===== src/rtl/mem_pkg.sv =====
// Shared types and constants for the memory test transaction initiator.
package mem_pkg;

    localparam int unsigned DefWidth     = 8;
    localparam int unsigned DefAddrWidth = 8;
    localparam int unsigned DefTimeout   = 16;

    // Request direction encoding on wr_rd_o.
    localparam logic Wr = 1'b1;
    localparam logic Rd = 1'b0;

    typedef enum logic [2:0] {
        StIdle,
        StWrReq,
        StWrGap,
        StRdReq,
        StRdGap,
        StFin
    } state_e;

endpackage


===== src/rtl/mem_pattern_chk.sv =====
// Address/data pattern generator and read-data comparator.
module mem_pattern_chk
    import mem_pkg::*;
#(
    parameter int unsigned WIDTH      = DefWidth,
    parameter int unsigned ADDR_WIDTH = DefAddrWidth
) (
    input  logic [ADDR_WIDTH-1:0] base_i,
    input  logic [WIDTH-1:0]      seed_i,
    input  logic [ADDR_WIDTH:0]   idx_i,
    input  logic [WIDTH-1:0]      exp_i,
    input  logic [WIDTH-1:0]      rdata_i,
    output logic [ADDR_WIDTH-1:0] addr_o,
    output logic [WIDTH-1:0]      data_o,
    output logic                  mismatch_o
);

    localparam int unsigned SumW = (WIDTH > ADDR_WIDTH + 1) ? WIDTH : ADDR_WIDTH + 1;

    // Pattern for location idx: both sums wrap modulo their bus width.
    always_comb begin
        addr_o = ADDR_WIDTH'(SumW'(base_i) + SumW'(idx_i));
        data_o = WIDTH'(SumW'(seed_i) + SumW'(idx_i));
    end

    // Kept separate from the generator so the compare path has no dependency on idx.
    always_comb begin
        mismatch_o = (rdata_i != exp_i);
    end

endmodule


===== src/rtl/mem_txn_initiator.sv =====
// Memory test initiator: writes a seeded pattern over an address range, reads it back
// and reports mismatches, with a per-request ready timeout.
module mem_txn_initiator
    import mem_pkg::*;
#(
    parameter int unsigned WIDTH      = DefWidth,
    parameter int unsigned ADDR_WIDTH = DefAddrWidth,
    parameter int unsigned TIMEOUT    = DefTimeout
) (
    input  logic                  clk_i,
    input  logic                  rst_i,
    input  logic                  start_i,
    input  logic [ADDR_WIDTH-1:0] base_addr_i,
    input  logic [ADDR_WIDTH:0]   count_i,
    input  logic [WIDTH-1:0]      seed_i,
    output logic                  valid_o,
    output logic                  wr_rd_o,
    output logic [ADDR_WIDTH-1:0] addr_o,
    output logic [WIDTH-1:0]      wdata_o,
    input  logic                  ready_i,
    input  logic [WIDTH-1:0]      rdata_i,
    output logic                  busy_o,
    output logic                  done_o,
    output logic                  pass_o,
    output logic                  timeout_o,
    output logic [7:0]            err_cnt_o,
    output logic [ADDR_WIDTH-1:0] first_err_addr_o
);

    localparam int unsigned        WaitW    = $clog2(TIMEOUT + 1);
    // done_o is registered out of FIN, so aborting here puts done_o TIMEOUT cycles after valid rose.
    localparam logic [WaitW-1:0]   WaitLast = WaitW'(TIMEOUT - 2);
    localparam logic [WaitW-1:0]   WaitOne  = WaitW'(1);
    localparam logic [ADDR_WIDTH:0] IdxOne  = (ADDR_WIDTH + 1)'(1);

    state_e                 state_q, state_d;
    logic [ADDR_WIDTH-1:0]  base_q, base_d;
    logic [ADDR_WIDTH:0]    count_q, count_d;
    logic [WIDTH-1:0]       seed_q, seed_d;
    logic [ADDR_WIDTH:0]    idx_q, idx_d;
    logic [WaitW-1:0]       wait_q, wait_d;
    logic [7:0]             err_q, err_d;
    logic [ADDR_WIDTH-1:0]  first_q, first_d;
    logic                   pass_q, pass_d;
    logic                   tmo_q, tmo_d;
    logic                   done_q, done_d;
    logic [ADDR_WIDTH-1:0]  addr_q, addr_d;
    logic [WIDTH-1:0]       wdata_q, wdata_d;
    logic                   wr_rd_q, wr_rd_d;

    logic [ADDR_WIDTH-1:0]  gen_addr;
    logic [WIDTH-1:0]       gen_data;
    logic                   mismatch;
    logic                   last_idx;

    assign last_idx = (idx_q == count_q - IdxOne);

    mem_pattern_chk #(
        .WIDTH      (WIDTH),
        .ADDR_WIDTH (ADDR_WIDTH)
    ) u_pattern_chk (
        .base_i     (base_d),
        .seed_i     (seed_d),
        .idx_i      (idx_d),
        .exp_i      (wdata_q),
        .rdata_i    (rdata_i),
        .addr_o     (gen_addr),
        .data_o     (gen_data),
        .mismatch_o (mismatch)
    );

    // Run sequencing: write phase, read-back phase, result reporting.
    always_comb begin
        state_d = state_q;
        base_d  = base_q;
        count_d = count_q;
        seed_d  = seed_q;
        idx_d   = idx_q;
        wait_d  = wait_q;
        err_d   = err_q;
        first_d = first_q;
        pass_d  = pass_q;
        tmo_d   = tmo_q;
        done_d  = 1'b0;
        unique case (state_q)
            StIdle: begin
                if (start_i) begin
                    base_d  = base_addr_i;
                    count_d = count_i;
                    seed_d  = seed_i;
                    idx_d   = '0;
                    wait_d  = '0;
                    err_d   = '0;
                    first_d = '0;
                    pass_d  = 1'b0;
                    tmo_d   = 1'b0;
                    state_d = (count_i == '0) ? StFin : StWrReq;
                end
            end
            StWrReq: begin
                if (ready_i) begin
                    idx_d   = last_idx ? '0 : idx_q + IdxOne;
                    state_d = StWrGap;
                end else if (wait_q == WaitLast) begin
                    tmo_d   = 1'b1;
                    state_d = StFin;
                end else begin
                    wait_d = wait_q + WaitOne;
                end
            end
            StWrGap: begin
                // idx only returns to 0 after the last write.
                wait_d  = '0;
                state_d = (idx_q == '0) ? StRdReq : StWrReq;
            end
            StRdReq: begin
                if (ready_i) begin
                    if (mismatch) begin
                        if (err_q != 8'hFF) begin
                            err_d = err_q + 8'd1;
                        end
                        if (err_q == 8'd0) begin
                            first_d = addr_q;
                        end
                    end
                    if (last_idx) begin
                        state_d = StFin;
                    end else begin
                        idx_d   = idx_q + IdxOne;
                        state_d = StRdGap;
                    end
                end else if (wait_q == WaitLast) begin
                    tmo_d   = 1'b1;
                    state_d = StFin;
                end else begin
                    wait_d = wait_q + WaitOne;
                end
            end
            StRdGap: begin
                wait_d  = '0;
                state_d = StRdReq;
            end
            StFin: begin
                done_d  = 1'b1;
                pass_d  = (err_q == 8'd0) && !tmo_q;
                state_d = StIdle;
            end
            default: state_d = StIdle;
        endcase
    end

    // Request fields reload on entry to a request state and so stay stable while waiting.
    always_comb begin
        addr_d  = addr_q;
        wdata_d = wdata_q;
        wr_rd_d = wr_rd_q;
        if (state_d == StWrReq || state_d == StRdReq) begin
            addr_d  = gen_addr;
            wdata_d = gen_data;
            wr_rd_d = (state_d == StWrReq) ? Wr : Rd;
        end
    end

    // State and datapath registers; reset clears everything so every output reads 0.
    always_ff @(posedge clk_i or posedge rst_i) begin
        if (rst_i) begin
            state_q <= StIdle;
            base_q  <= '0;
            count_q <= '0;
            seed_q  <= '0;
            idx_q   <= '0;
            wait_q  <= '0;
            err_q   <= '0;
            first_q <= '0;
            pass_q  <= 1'b0;
            tmo_q   <= 1'b0;
            done_q  <= 1'b0;
            addr_q  <= '0;
            wdata_q <= '0;
            wr_rd_q <= 1'b0;
        end else begin
            state_q <= state_d;
            base_q  <= base_d;
            count_q <= count_d;
            seed_q  <= seed_d;
            idx_q   <= idx_d;
            wait_q  <= wait_d;
            err_q   <= err_d;
            first_q <= first_d;
            pass_q  <= pass_d;
            tmo_q   <= tmo_d;
            done_q  <= done_d;
            addr_q  <= addr_d;
            wdata_q <= wdata_d;
            wr_rd_q <= wr_rd_d;
        end
    end

    assign valid_o          = (state_q == StWrReq) || (state_q == StRdReq);
    assign busy_o           = (state_q != StIdle);
    assign wr_rd_o          = wr_rd_q;
    assign addr_o           = addr_q;
    assign wdata_o          = wdata_q;
    assign done_o           = done_q;
    assign pass_o           = pass_q;
    assign timeout_o        = tmo_q;
    assign err_cnt_o        = err_q;
    assign first_err_addr_o = first_q;

endmodule


===== config.mk =====
export PLATFORM = sky130hd
export DESIGN_NAME = mem_txn_initiator
export DESIGN_NICKNAME = d
export VERILOG_FILES = /design/src/rtl/mem_pkg.sv /design/src/rtl/mem_pattern_chk.sv /design/src/rtl/mem_txn_initiator.sv
export SDC_FILE = /design/constraint.sdc
export NUM_CORES = 1
export LEC_CHECK = 0
export ABC_CLOCK_PERIOD_IN_PS = 4000
export BUFFER_PORTS_ARGS = -buffer_cell sky130_fd_sc_hd__buf_2
export CORE_ASPECT_RATIO = 1.4
export CORE_UTILIZATION = 52
export CTS_CLUSTER_SIZE = 28
export DETAILED_ROUTE_END_ITERATION = 10
export PLACE_DENSITY = 0.8
export SLEW_MARGIN = 10
export SYNTH_ARGS = -nofsm -noshare
export SYNTH_HDL_FRONTEND = slang
export SYNTH_SLANG_ARGS = --single-unit

===== constraint.sdc =====
create_clock -name clk_i -period 4 [get_ports clk_i]
set_input_delay 0.2 -clock clk_i [delete_from_list [all_inputs] [get_ports clk_i]]
set_output_delay 0.2 -clock clk_i [all_outputs]
set_load 0.05 [all_outputs]

==> impl_results.rst, run 1 <==
.. list-table::
   :header-rows: 1

   * - Metric
     - Value
   * - First-pass iteration count of the detailed router
     - 6
   * - Most area-consuming cells after synthesis
     - sky130_fd_sc_hd__dfrtp_1, sky130_fd_sc_hd__mux2_2, sky130_fd_sc_hd__ha_1, sky130_fd_sc_hd__o21ai_0, sky130_fd_sc_hd__xnor2_1
   * - Run status
     - complete, but fails checks
   * - Vias
     - 4,132
   * - Largest net degree at the start of global routing
     - 45
   * - Net switching power
     - 2.34 mW
   * - Warnings from Yosys
     - 0
   * - Fraction of layout cells with a size suffix above 1
     - 37.6%
   * - GRT overflow
     - 0
   * - Number of cells after detailed placement
     - 666
   * - TritonCTS buffer count
     - 9
   * - Total number of H-tree levels
     - 3
   * - FF-to-FF End
     - wdata_o[7]
   * - First-pass GRT wire length
     - 19,200 um
   * - Synth cell types
     - 64
   * - Final-layout fill cell count
     - 642
   * - TritonCTS Sinks
     - 78
   * - Post-synthesis sequential element count
     - 78
   * - Area of the placeable core
     - 0.00861 mm2
   * - Longest individual stage delay on the worst path
     - 440 ps
   * - Final wirelength
     - 12,300 um
   * - Unrepaired setup endpoints after global routing
     - true
   * - Total I/O pin count
     - 75
   * - GRT Overall Usage
     - 27.9%
   * - Peak supply drop
     - 0.644 mV
   * - Net total in the final layout
     - 645
   * - Register clock-pin slew on the reported worst setup and hold paths
     - 60 ps
   * - Sequential cell fraction of total power
     - 26.0%
   * - Deepest clock path buffer count
     - 2
   * - Die width
     - 81.8 um
   * - Slowest stage cell on the critical path
     - sky130_fd_sc_hd__dfrtp_2
   * - Final-report hold violation count
     - 0
   * - P per Cell Area
     - 872 mW/mm2
   * - Part of the total power dissipated in combinational logic
     - 59.4%
   * - Antenna diode instance count
     - 0
   * - Portion of the clock cycle consumed by the worst path in the final layout
     - 104%
   * - Wire per inst
     - 17.8 um
   * - Failing checks
     - negative setup slack
   * - Crit Path Max Fanout
     - 7
   * - Internal power component
     - 2.79 mW
   * - Shortest clock period the worst path allows after layout
     - 4150 ps
   * - Worst path arrival time
     - 4380 ps
   * - Max-cap check violation count
     - 0
   * - Clock tree from TritonCTS
     - built
   * - Category of the worst setup path capture point
     - flip-flop
   * - Die area
     - 0.00931 mm2
   * - Num rows
     - 40
   * - Asr flop ratio synth
     - 100%
   * - Netlist area before placement
     - 0.00464 mm2
   * - Ordered cell list for the critical path
     - or3_4, o31a_1, a221oi_2, and3_4, nand2_2, ha_1, nor2_1, a21oi_1, o32ai_2, ha_2, a21o_1, a21oi_2, nor2b_1, o21a_1, o41a_1, xor2_1, xnor2_1, mux2_2
   * - Initial antenna violation count
     - 0
   * - Post-cts hold buffer count
     - 0
   * - Fmax achieved
     - 241 MHz
   * - Switching power as a share of total power
     - 45.6%
   * - Number of endpoints failing setup at the final stage
     - 3
   * - Main flop type after synthesis
     - sky130_fd_sc_hd__dfrtp_1
   * - Synth Net Count
     - 526
   * - Final max-slew violation count
     - 0
   * - Vertical die dimension
     - 114 um
   * - Max Clock Skew
     - 5.27 ps
   * - Area Growth Syn to Fin
     - 26.7%
   * - Quantity of I/O buffers inserted on ports
     - 74
   * - Number of remaining DRC errors
     - 0
   * - Clock latency reported for the late side of the worst-skew pair
     - 340 ps
   * - Commonest cells in the synthesized netlist
     - sky130_fd_sc_hd__dfrtp_1, sky130_fd_sc_hd__o21ai_0, sky130_fd_sc_hd__nand2_1
   * - Most common cell in the netlist
     - sky130_fd_sc_hd__dfrtp_1
   * - Required @ worst endpoint
     - 4230 ps
   * - R2R cell count
     - 18
   * - Worst reg2reg startpoint
     - count_q[2]
   * - Startpoint-to-endpoint class of the critical path
     - flip-flop to flip-flop
   * - Hold Path Class
     - input pin to async pin
   * - Setup slack of the most critical reg-to-reg path
     - -150 ps
   * - Cell taking the most area after synthesis
     - sky130_fd_sc_hd__dfrtp_1
   * - Starting density of the core
     - 53.9%
   * - Leakage dissipation
     - 2.74 nW
   * - Clk Tree Root Cell
     - sky130_fd_sc_hd__clkbuf_16
   * - Drt initial violations
     - 254
   * - Remaining number of nets flagged by the antenna check after routing
     - 0
   * - Syn Inst Count
     - 465
   * - Kind of start point of the critical path
     - flip-flop
   * - Portion of total power attributed to the clock network
     - 14.6%
   * - Via-per-instance ratio
     - 5.96
   * - Tightest hold margin
     - 52.1 ps
   * - Gp weighted congestion
     - 0.967
   * - Average footprint of a synthesized cell
     - 9.98 um2
   * - Share of Yosys cell area claimed by the top area cell type
     - 42.1%
   * - Slew @ Worst Pin
     - 910 ps
   * - Detailed Place HPWL
     - 8810 um
   * - Number of enable flip-flop cells after synthesis
     - 0
   * - Sequential cell area fraction in the yosys report
     - 42.1%
   * - Fin cells
     - 693
   * - Number of global-route vias before repair
     - 4,021
   * - Slew headroom
     - 39.2%
   * - Final setup slack of the worst path
     - -152 ps
power by group through the flow:
| stage | logic [mW] | registers (mW) | clock network, mW |
|---|---|---|---|
| after detailed placement | 2.72 | 1.34 | 0 |
| after global routing | 3.25 | 1.37 | 0.781 |
| final | 3.05 | 1.34 | 0.748 |
| after global placement | 2.63 | 1.32 | 0 |
| after floorplan | 1.57 | 1.69 | 0 |
| after CTS | 2.92 | 1.33 | 0.752 |
flip-flops by register name (all words and copies together), names as in the netlist, 5 cells and up:
signal            cells
count_q               9
idx_q                 9
addr_o                8
base_q                8
err_cnt_o             8
first_err_addr_o      8
seed_q                8
wdata_o               8
wait_q                5
per-stage QoR:
step / instance area (um2) / utilization (%) / TNS (ps) / setup slack (ps) / total power, mW
floorplan: 4670 / - / -16.3 / -16.3 / 3.27
global route: 5880 / 68.3 / -648 / -257 / 5.40
finish: 5880 / 68.3 / -307 / -152 / 5.13
detailed placement: 5370 / 62.4 / -524 / -220 / 4.05
CTS: 5790 / 67.3 / -95.8 / -95.8 / 5.00
global placement: 5370 / 62.4 / -59.6 / -59.6 / 3.95
worst max-delay path by stage:
stage          startpoint  cells past startpoint         end
3_5_place_dp   count_q[1]                     22  wdata_o[7]
5_1_grt        count_q[2]                     18  wdata_o[7]
2_1_floorplan  count_q[0]                     20  wdata_o[7]
6_report       count_q[2]                     18  wdata_o[7]
3_3_place_gp   count_q[1]                     21  wdata_o[7]
4_1_cts        count_q[1]                     20  wdata_o[7]
per-layer routing:
metal | part of all wire [%] | vias up | routed length (um) | global-route usage, %
met2 | 54 | 144 | 6610 | 47.7
met1 | 38 | 2029 | 4670 | 32.4
met5 | 0 | - | 0 | 0
met4 | 4.5 | 0 | 554 | 17.4
met3 | 3.9 | 50 | 484 | 3.60
li1 | - | 1909 | - | -
cell families after synthesis:
group                      Yosys count  synth area share, %
xor gates and xnor gates            39                 7.68
DFF                                 78                 42.1
buffers and inverters               45                 4.85
and+or+nand+nor                    131                 14.1
AOI/OAI and AO/OA                  117                 17.0
adders and majority gates           24                 6.79
muxes                               31                 7.50
repair_timing:
item / CTS / global route
buffers inserted: 8 / 6
endpoints found under the hold margin: 0 / 0
pin swaps: 17 / 11
gates resized for setup: 23 / 11
endpoints found under the setup margin: 4 / 6
critical path: cells and delay by family (launching register included):
kind	cells	cell delay, ps
multiplexers	1	270
AND/OR/NAND/NOR	5	830
adder cells (fa/ha/maj)	2	470
XOR/XNOR	2	300
AO/OA/AOI/OAI	8	1710
flip-flops	1	440
cell usage in the layout, fill, tap and decap left out, drive strengths merged, types with 8 or more instances in the layout:
| cell | Yosys | final |
|---|---|---|
| a21oi | 20 | 20 |
| buf | 7 | 132 |
| clkbuf | 17 | 12 |
| dfrtp | 78 | 78 |
| ha | 22 | 22 |
| inv | 21 | 21 |
| mux2 | 30 | 30 |
| nand2 | 37 | 37 |
| nand3 | 19 | 19 |
| nand4 | 8 | 8 |
| nor2 | 28 | 28 |
| nor3 | 12 | 12 |
| o21ai | 43 | 43 |
| o31ai | 11 | 11 |
| xnor2 | 19 | 19 |
| xor2 | 19 | 19 |
layout make-up:
| class | count | area [um2] | area share (%) |
|---|---|---|---|
| Clock inverter | 3 | 21.3 | 0.362 |
| Tap cell | 105 | 131 | 2.23 |
| Sequential cell | 78 | 1950 | 33.2 |
| Inverter | 21 | 78.8 | 1.34 |
| Timing Repair Buffer | 132 | 813 | 13.8 |
| Multi-Input combinational cell | 342 | 2640 | 44.8 |
| Clock buffer | 12 | 246 | 4.19 |
Note: power is estimated with default switching activity, not from simulation.
==> inputs of run 2 (changes only) <==
--- a/config.mk
+++ b/config.mk
@@ -5,13 +5,15 @@
 export SDC_FILE = /design/constraint.sdc
 export NUM_CORES = 1
 export LEC_CHECK = 0
+export ABC_AREA = 1
 export ABC_CLOCK_PERIOD_IN_PS = 4000
 export BUFFER_PORTS_ARGS = -buffer_cell sky130_fd_sc_hd__buf_2
 export CORE_ASPECT_RATIO = 1.4
-export CORE_UTILIZATION = 52
+export CORE_UTILIZATION = 51
 export CTS_CLUSTER_SIZE = 28
 export DETAILED_ROUTE_END_ITERATION = 10
-export PLACE_DENSITY = 0.8
+export HOLD_SLACK_MARGIN = 0.15
+export PLACE_DENSITY = 0.79
 export SLEW_MARGIN = 10
 export SYNTH_ARGS = -nofsm -noshare
 export SYNTH_HDL_FRONTEND = slang
==> run 2 against run 1 <==
Net effect: the flow now finishes without violations; final cell count increased by 14%; synthesized area decreased by 0.94%; clock skew decreased by 1.1 ps; critical path depth increased by 2; fmax increased by 10%; worst hold slack improved by 110 ps; clock-buffer cell count increased by 1; first-iteration DRC count increased by 31%; routed wire length decreased by 0.12%; sequential cell count unchanged; largest power group unchanged; highest routed layer unchanged.
==> impl_results.rst, run 2 <==
.. list-table::
   :header-rows: 1

   * - Metric
     - Value
   * - Adder-cell area share of the yosys netlist
     - 6.86%
   * - Vertical die dimension
     - 114 um
   * - First-pass iteration count of the detailed router
     - 5
   * - Net total in the final layout
     - 744
   * - Routed met1 length
     - 4750 um
   * - TritonCTS buffer count
     - 9
   * - Share of Yosys cell area claimed by the top area cell type
     - 42.5%
   * - Number of enable flip-flop cells after synthesis
     - 0
   * - Leading cell type in the layout, fill and taps excluded
     - sky130_fd_sc_hd__nand2_1
   * - Clock latency reported for the late side of the worst-skew pair
     - 340 ps
   * - First-pass GRT wire length
     - 20,500 um
   * - Most area-consuming cells after synthesis
     - sky130_fd_sc_hd__dfrtp_1, sky130_fd_sc_hd__nand2_1, sky130_fd_sc_hd__ha_1, sky130_fd_sc_hd__inv_1, sky130_fd_sc_hd__o21ai_0
   * - Complex-gate fraction of the synthesized area
     - 12.1%
   * - Syn Inst Count
     - 584
   * - Peak supply drop
     - 0.516 mV
   * - Switching power as a share of total power
     - 52.5%
   * - CP Buf/Inv Count
     - 1
   * - Area of the placeable core
     - 0.00866 mm2
   * - Internal power component
     - 2.35 mW
   * - Remaining number of nets flagged by the antenna check after routing
     - 0
   * - Most common cell in the netlist
     - sky130_fd_sc_hd__nand2_1
   * - Sequential cell area fraction in the yosys report
     - 42.5%
   * - Slew @ Worst Pin
     - 784 ps
   * - Quantity of I/O buffers inserted on ports
     - 74
   * - GRT overflow
     - 0
   * - Slew headroom
     - 47.7%
   * - Number of global-route vias before repair
     - 4,449
   * - Top library cells by usage in the layout, fill and taps aside
     - sky130_fd_sc_hd__nand2_1, sky130_fd_sc_hd__dfrtp_1, sky130_fd_sc_hd__buf_2
   * - Total Neg Setup Slack
     - 0 ps
   * - Area of placed instances
     - 0.00506 mm2
   * - Final-report hold violation count
     - 0
   * - Vias
     - 4,400
   * - Asr flop ratio synth
     - 100%
   * - Clock tree from TritonCTS
     - built
   * - Multi-input combinational cell area
     - 0.00236 mm2
   * - Die area
     - 0.00940 mm2
   * - Largest registers ranked by flip-flop count
     - count_q x9, idx_q x9
   * - Net switching power
     - 2.60 mW
   * - Met3 wirelength from detailed routing
     - 509 um
   * - Number of endpoints failing setup at the final stage
     - 0
   * - Via-per-instance ratio
     - 5.55
   * - Cell class contributing the biggest share of worst-path delay
     - adder cells
   * - Die width
     - 82.2 um
   * - Total number of H-tree levels
     - 3
   * - Final cell area excluding filler cells
     - 0.00556 mm2
   * - Post-CTS Setup Inserts
     - 0
   * - Main flop type after synthesis
     - sky130_fd_sc_hd__dfrtp_1
   * - Main combinational cell family by area after synthesis
     - simple AND/OR/NAND/NOR gates
   * - Synth cell types
     - 38
   * - Portion of the clock cycle consumed by the worst path in the final layout
     - 94.1%
   * - Share of synthesized cell area in and, or, nand and nor gates
     - 27.2%
   * - Gp weighted congestion
     - 0.944
   * - Drt initial violations
     - 333
   * - Fraction of layout cells with a size suffix above 1
     - 17.2%
   * - Detailed Place HPWL
     - 8820 um
   * - Number of remaining DRC errors
     - 0
   * - Wire per inst
     - 15.5 um
   * - Run status
     - finished, final reports clean
   * - Category of the worst setup path capture point
     - flip-flop
   * - Worst path arrival time
     - 3980 ps
   * - Longest individual stage delay on the worst path
     - 410 ps
   * - Proportion of synthesized area in mux cells
     - 0%
   * - Ordered cell list for the critical path
     - inv_2, ha_2, nand2_1, nor2_1, xor2_1, nor2_1, nand2_2, ha_1, nand2_1, nand2_1, a32oi_1, ha_1, fa_1, a21oi_1, nor2_1, nor2_2, o21ai_0, a21oi_1, xor2_1, o21ai_2
   * - Starting density of the core
     - 53.1%
   * - GRT Overall Usage
     - 29.3%
   * - Netlist area before placement
     - 0.00460 mm2
   * - Storage cell area
     - 0.00195 mm2
   * - Total I/O pin count
     - 75
   * - Tightest hold margin
     - 167 ps
   * - Final max-slew violation count
     - 0
   * - P per Cell Area
     - 889 mW/mm2
   * - Hold Path Class
     - input pin to flip-flop
   * - Fmax achieved
     - 266 MHz
   * - Portion of total power attributed to the clock network
     - 15.0%
   * - Max Clock Skew
     - 4.18 ps
   * - TritonCTS Sinks
     - 78
   * - Post-synthesis sequential element count
     - 78
   * - Antenna diode instance count
     - 0
   * - Area Growth Syn to Fin
     - 20.9%
   * - Unrepaired setup endpoints after global routing
     - false
   * - Crit Path Max Fanout
     - 6
   * - Max-cap check violation count
     - 0
   * - Sequential cell fraction of total power
     - 27.3%
   * - Average footprint of a synthesized cell
     - 7.87 um2
   * - Share of the synthesized netlist area taken by xor and xnor gates
     - 5.14%
   * - Deepest clock path buffer count
     - 2
   * - Commonest cells in the synthesized netlist
     - sky130_fd_sc_hd__nand2_1, sky130_fd_sc_hd__dfrtp_1, sky130_fd_sc_hd__inv_1
   * - Slowest stage cell on the critical path
     - sky130_fd_sc_hd__fa_1
   * - Shortest clock period the worst path allows after layout
     - 3760 ps
   * - Synth Net Count
     - 645
   * - Final-layout fill cell count
     - 759
   * - DR WL met2
     - 6510 um
   * - Uppermost routed layer
     - met4
   * - Kind of start point of the critical path
     - flip-flop
   * - Part of the total power dissipated in combinational logic
     - 57.7%
   * - Startpoint-to-endpoint class of the critical path
     - flip-flop to flip-flop
   * - Register clock-pin slew on the reported worst setup and hold paths
     - 60 ps
   * - Num rows
     - 40
   * - Warnings from Yosys
     - 0
   * - Initial antenna violation count
     - 0
   * - Final wirelength
     - 12,300 um
   * - Cell taking the most area after synthesis
     - sky130_fd_sc_hd__dfrtp_1
   * - Clk Tree Root Cell
     - sky130_fd_sc_hd__clkbuf_16
   * - Required @ worst endpoint
     - 4220 ps
   * - Leakage dissipation
     - 2.86 nW
   * - Largest net degree at the start of global routing
     - 56
-- run 2: cell types whose count changed in the layout (fill, tap and decap cells not counted), sizes merged, moves of 7 or more --
cell | before | now
a21oi | 20 | 27
nor2 | 28 | 56
inv | 21 | 60
mux2 | 30 | 0
buf | 132 | 77
dlygate4sd3 | 0 | 23
o31ai | 11 | 4
o21ai | 43 | 50
xnor2 | 19 | 8
nand2 | 37 | 162
nand3 | 19 | 43
-- run 2: tightest hold or removal path, delay by kind of cell --
kind	cells	cell delay [ps]
buffers and inverters	1	70
AND/OR/NAND/NOR	2	180
-- run 2: kinds of logic (layout without fill, tap and decap cells) --
family	Yosys count	count (layout)
simple gates	288	288
compound gates	95	95
xor+xnor	27	27
buf+inv	72	176
fa+ha+maj	24	24
flops	78	78
-- run 2: worst paths after layout --
| check | start | end | slack [ps] | cells after the start |
|---|---|---|---|---|
| max reg2reg | count_q[0] | wdata_o[6] | 240 | 20 |
| min | base_addr_i[7] | base_q[7] | 170 | 3 |
| min reg2reg | seed_q[3] | seed_q[3] | 470 | 2 |
| min in group asynchronous | rst_i | done_o | 420 | 3 |
| max in group asynchronous | rst_i | seed_q[1] | 2510 | 4 |
| max | count_q[0] | wdata_o[6] | 240 | 20 |
-- run 2: final cells by class --
| type | count | area share [%] |
|---|---|---|
| Inverter | 60 | 4.05 |
| Tap cell | 105 | 2.36 |
| Multi-Input combinational cell | 434 | 42.5 |
| Clock inverter | 3 | 0.383 |
| Clock buffer | 13 | 4.32 |
| Sequential cell | 78 | 35.1 |
| Timing Repair Buffer | 100 | 11.2 |
-- run 2: through the flow --
stage,total power [mW],std cells,setup WS [ps],utilization [%]
after floorplan,3.48,584,616,-
after global placement,4.02,754,413,58.4
after detailed placement,4.12,754,197,58.4
after CTS,4.91,793,198,64.1
after global routing,5.29,793,14.2,64.2
final,4.94,793,236,64.2
-- run 2: power by group through the flow --
stage / clock (mW) / sequential, mW / combinational (mW)
final: 0.742 / 1.35 / 2.85
after detailed placement: 0 / 1.35 / 2.77
after CTS: 0.750 / 1.34 / 2.82
after global placement: 0 / 1.34 / 2.68
after floorplan: 0 / 1.76 / 1.71
after global routing: 0.780 / 1.38 / 3.13
-- run 2: what timing repair did --
action,in CTS,in global routing
hold buffers,23,0
hold endpoints to repair,45,0
setup endpoints to repair,0,3
gates resized for setup,0,4
-- run 2: metal layers --
metal  track usage [%]  up-vias
met5                 0        -
met4              17.7        0
met3              4.06       39
met2              50.9      130
met1              33.3     2104
li1                  -     2127
==> inputs of run 3 (changes only) <==
--- a/config.mk
+++ b/config.mk
@@ -7,9 +7,10 @@
 export LEC_CHECK = 0
 export ABC_AREA = 1
 export ABC_CLOCK_PERIOD_IN_PS = 4000
-export BUFFER_PORTS_ARGS = -buffer_cell sky130_fd_sc_hd__buf_2
+export BUFFER_PORTS_ARGS = -buffer_cell sky130_fd_sc_hd__clkbuf_2
 export CORE_ASPECT_RATIO = 1.4
 export CORE_UTILIZATION = 51
+export CTS_BUF_LIST = sky130_fd_sc_hd__clkbuf_16
 export CTS_CLUSTER_SIZE = 28
 export DETAILED_ROUTE_END_ITERATION = 10
 export HOLD_SLACK_MARGIN = 0.15
==> run 3 against run 2 <==
Net effect: register-to-register slack worse by 30 ps; sequential cell count stayed put; setup slack worse by 35 ps; die area stayed put; clock-buffer cell count is 4 lower; sequential share of layout area is 0.24 points lower; clock power is 9.8% higher; final cell count is 0.13% lower; combinational power hardly changed; global-route usage is 0.91 points lower; largest cell class unchanged; largest power group unchanged; highest routed layer unchanged.
==> impl_results.rst, run 3 (synthesis results as in run 2) <==
.. list-table::
   :header-rows: 1

   * - Metric
     - Value
   * - First-pass GRT wire length
     - 19,900 um
   * - Peak supply drop
     - 0.578 mV
   * - Area of placed instances
     - 0.00506 mm2
   * - Final max-slew violation count
     - 0
   * - Gp weighted congestion
     - 0.945
   * - Global Route met3 Usage
     - 3.82%
   * - Max-cap check violation count
     - 0
   * - Top library cells by usage in the layout, fill and taps aside
     - sky130_fd_sc_hd__nand2_1, sky130_fd_sc_hd__dfrtp_1, sky130_fd_sc_hd__clkbuf_2
   * - Die width
     - 82.2 um
   * - Register clock-pin slew on the reported worst setup and hold paths
     - 60 ps
   * - Clk Tree Root Cell
     - sky130_fd_sc_hd__clkbuf_16
   * - Number of endpoints failing setup at the final stage
     - 0
   * - Drt initial violations
     - 453
   * - Final wirelength
     - 12,200 um
   * - Antenna diode instance count
     - 0
   * - Unrepaired setup endpoints after global routing
     - false
   * - Vias
     - 4,433
   * - Part of the total power dissipated in combinational logic
     - 56.7%
   * - Vertical die dimension
     - 114 um
   * - Quantity of I/O buffers inserted on ports
     - 74
   * - Busiest layer in global routing
     - met2
   * - Initial antenna violation count
     - 0
   * - CP Buf/Inv Count
     - 1
   * - Wire per inst
     - 15.3 um
   * - Internal power component
     - 2.40 mW
   * - Portion of the clock cycle consumed by the worst path in the final layout
     - 95.0%
   * - Fmax achieved
     - 263 MHz
   * - Fraction of layout cells with a size suffix above 1
     - 17.8%
   * - Clock tree from TritonCTS
     - built
   * - Ordered cell list for the critical path
     - inv_2, ha_2, xor2_1, nand2_1, nor2_2, nand3_2, nor2_4, nand2_2, ha_1, nand2_1, nand2_1, a32oi_2, ha_2, fa_1, a21oi_1, nor2_1, nor2_1, o21ai_0, a21oi_1, xor2_1, o21ai_2
   * - Slew headroom
     - 45.8%
   * - Deepest clock path buffer count
     - 2
   * - Slew @ Worst Pin
     - 812 ps
   * - GRT overflow
     - 0
   * - Required @ worst endpoint
     - 4220 ps
   * - Crit Path Max Fanout
     - 6
   * - Tightest hold margin
     - 147 ps
   * - First-pass iteration count of the detailed router
     - 5
   * - Via-per-instance ratio
     - 5.60
   * - Final-report hold violation count
     - 0
   * - Run status
     - finished, final reports clean
   * - Num rows
     - 40
   * - Total number of H-tree levels
     - 3
   * - Leakage dissipation
     - 2.86 nW
   * - Number of cells after detailed placement
     - 754
   * - Startpoint-to-endpoint class of the critical path
     - flip-flop to flip-flop
   * - Clock latency reported for the late side of the worst-skew pair
     - 340 ps
   * - Post-CTS Setup Inserts
     - 0
   * - Sequential cell fraction of total power
     - 27.0%
   * - Slowest stage cell on the critical path
     - sky130_fd_sc_hd__dfrtp_1
   * - Worst path arrival time
     - 4020 ps
   * - Cell class contributing the biggest share of worst-path delay
     - adder cells
   * - Total power draw
     - 5.01 mW
   * - TritonCTS buffer count
     - 9
   * - Area Growth Syn to Fin
     - 21.7%
   * - Cell mode on critical path
     - sky130_fd_sc_hd__nand2_1
   * - Category of the worst setup path capture point
     - flip-flop
   * - Die area
     - 0.00940 mm2
   * - Starting density of the core
     - 53.1%
   * - TritonCTS Sinks
     - 78
   * - GRT Overall Usage
     - 28.4%
   * - Number of global-route vias before repair
     - 4,310
   * - Pre-CTS setup slack
     - 203 ps
   * - Largest net degree at the start of global routing
     - 56
   * - Total Neg Setup Slack
     - 0 ps
   * - Final cell area excluding filler cells
     - 0.00559 mm2
   * - Fin cells
     - 792
   * - Longest individual stage delay on the worst path
     - 400 ps
   * - Hold Path Class
     - input pin to flip-flop
   * - Core utilization of the finished layout
     - 64.6%
   * - Fraction of met1 tracks used by global routing
     - 32.8%
   * - Leading cell type in the layout, fill and taps excluded
     - sky130_fd_sc_hd__nand2_1
   * - Remaining number of nets flagged by the antenna check after routing
     - 0
   * - Kind of start point of the critical path
     - flip-flop
   * - Final setup slack of the worst path
     - 202 ps
   * - Area of the placeable core
     - 0.00866 mm2
   * - Final-layout fill cell count
     - 745
   * - Detailed Place HPWL
     - 8700 um
   * - Net total in the final layout
     - 744
   * - P per Cell Area
     - 895 mW/mm2
   * - Total I/O pin count
     - 75
   * - Portion of total power attributed to the clock network
     - 16.3%
   * - Number of remaining DRC errors
     - 0
   * - Net switching power
     - 2.60 mW
   * - Shortest clock period the worst path allows after layout
     - 3800 ps
   * - Largest registers ranked by flip-flop count
     - count_q x9, idx_q x9
   * - Switching power as a share of total power
     - 52.0%
   * - Max Clock Skew
     - 7.78 ps
   * - Global Route met2 Usage
     - 48.7%
[run 3: cell types whose count changed in the layout (fill, tap and decap cells not counted)]
cell	delta
sky130_fd_sc_hd__a32oi_1	-1
sky130_fd_sc_hd__a32oi_2	+1
sky130_fd_sc_hd__buf_2	-74
sky130_fd_sc_hd__bufinv_16	+1
sky130_fd_sc_hd__clkbuf_1	-4
sky130_fd_sc_hd__clkbuf_2	+74
sky130_fd_sc_hd__ha_1	-1
sky130_fd_sc_hd__ha_2	+1
sky130_fd_sc_hd__inv_1	+1
sky130_fd_sc_hd__inv_6	+1
[run 3: area by class of cell]
class                   count  area [um2]  area share [%]
multi-input cells         434        2370            42.4
flip-flops and latches     78        1950            34.9
repair buffers            100         623            11.1
clock buffers               9         225            4.03
inverters                  60         225            4.03
well taps                 105         131            2.35
clock inverters             6        63.8            1.14
[run 3: worst paths after layout]
path                                 from            to  slack (ps)  cells past startpoint
min in group asynchronous           rst_i  err_cnt_o[4]         440                      3
max in group asynchronous           rst_i     base_q[6]        2490                      4
max reg2reg                    count_q[0]    wdata_o[6]         200                     21
min                        base_addr_i[7]     base_q[7]         150                      3
max                            count_q[0]    wdata_o[6]         200                     21
min reg2reg                     seed_q[3]     seed_q[3]         480                      2
[run 3: repair_timing]
action / in CTS / in global routing
hold buffers: 23 / 0
hold endpoints to repair: 45 / 0
resized for setup: 0 / 6
setup endpoints to repair: 0 / 2
[run 3: power by group through the flow]
stage                     registers (mW)  clock network, mW  logic [mW]
after floorplan                     1.76                  0        1.71
after global placement              1.34                  0        2.68
after detailed placement            1.35                  0        2.75
after CTS                           1.34              0.814        2.80
after global routing                1.39              0.847        3.12
final                               1.35              0.815        2.84
[run 3: tightest hold or removal path, delay by kind of cell]
family / cells / cell delay [ps]
simple gates: 2 / 160
buf+inv: 1 / 70
[run 3: routing by layer]
layer / vias up / wire, um
met1: 2092 / 4720
met5: - / 0
met4: 0 / 566
met3: 45 / 493
li1: 2130 / -
met2: 166 / 6370
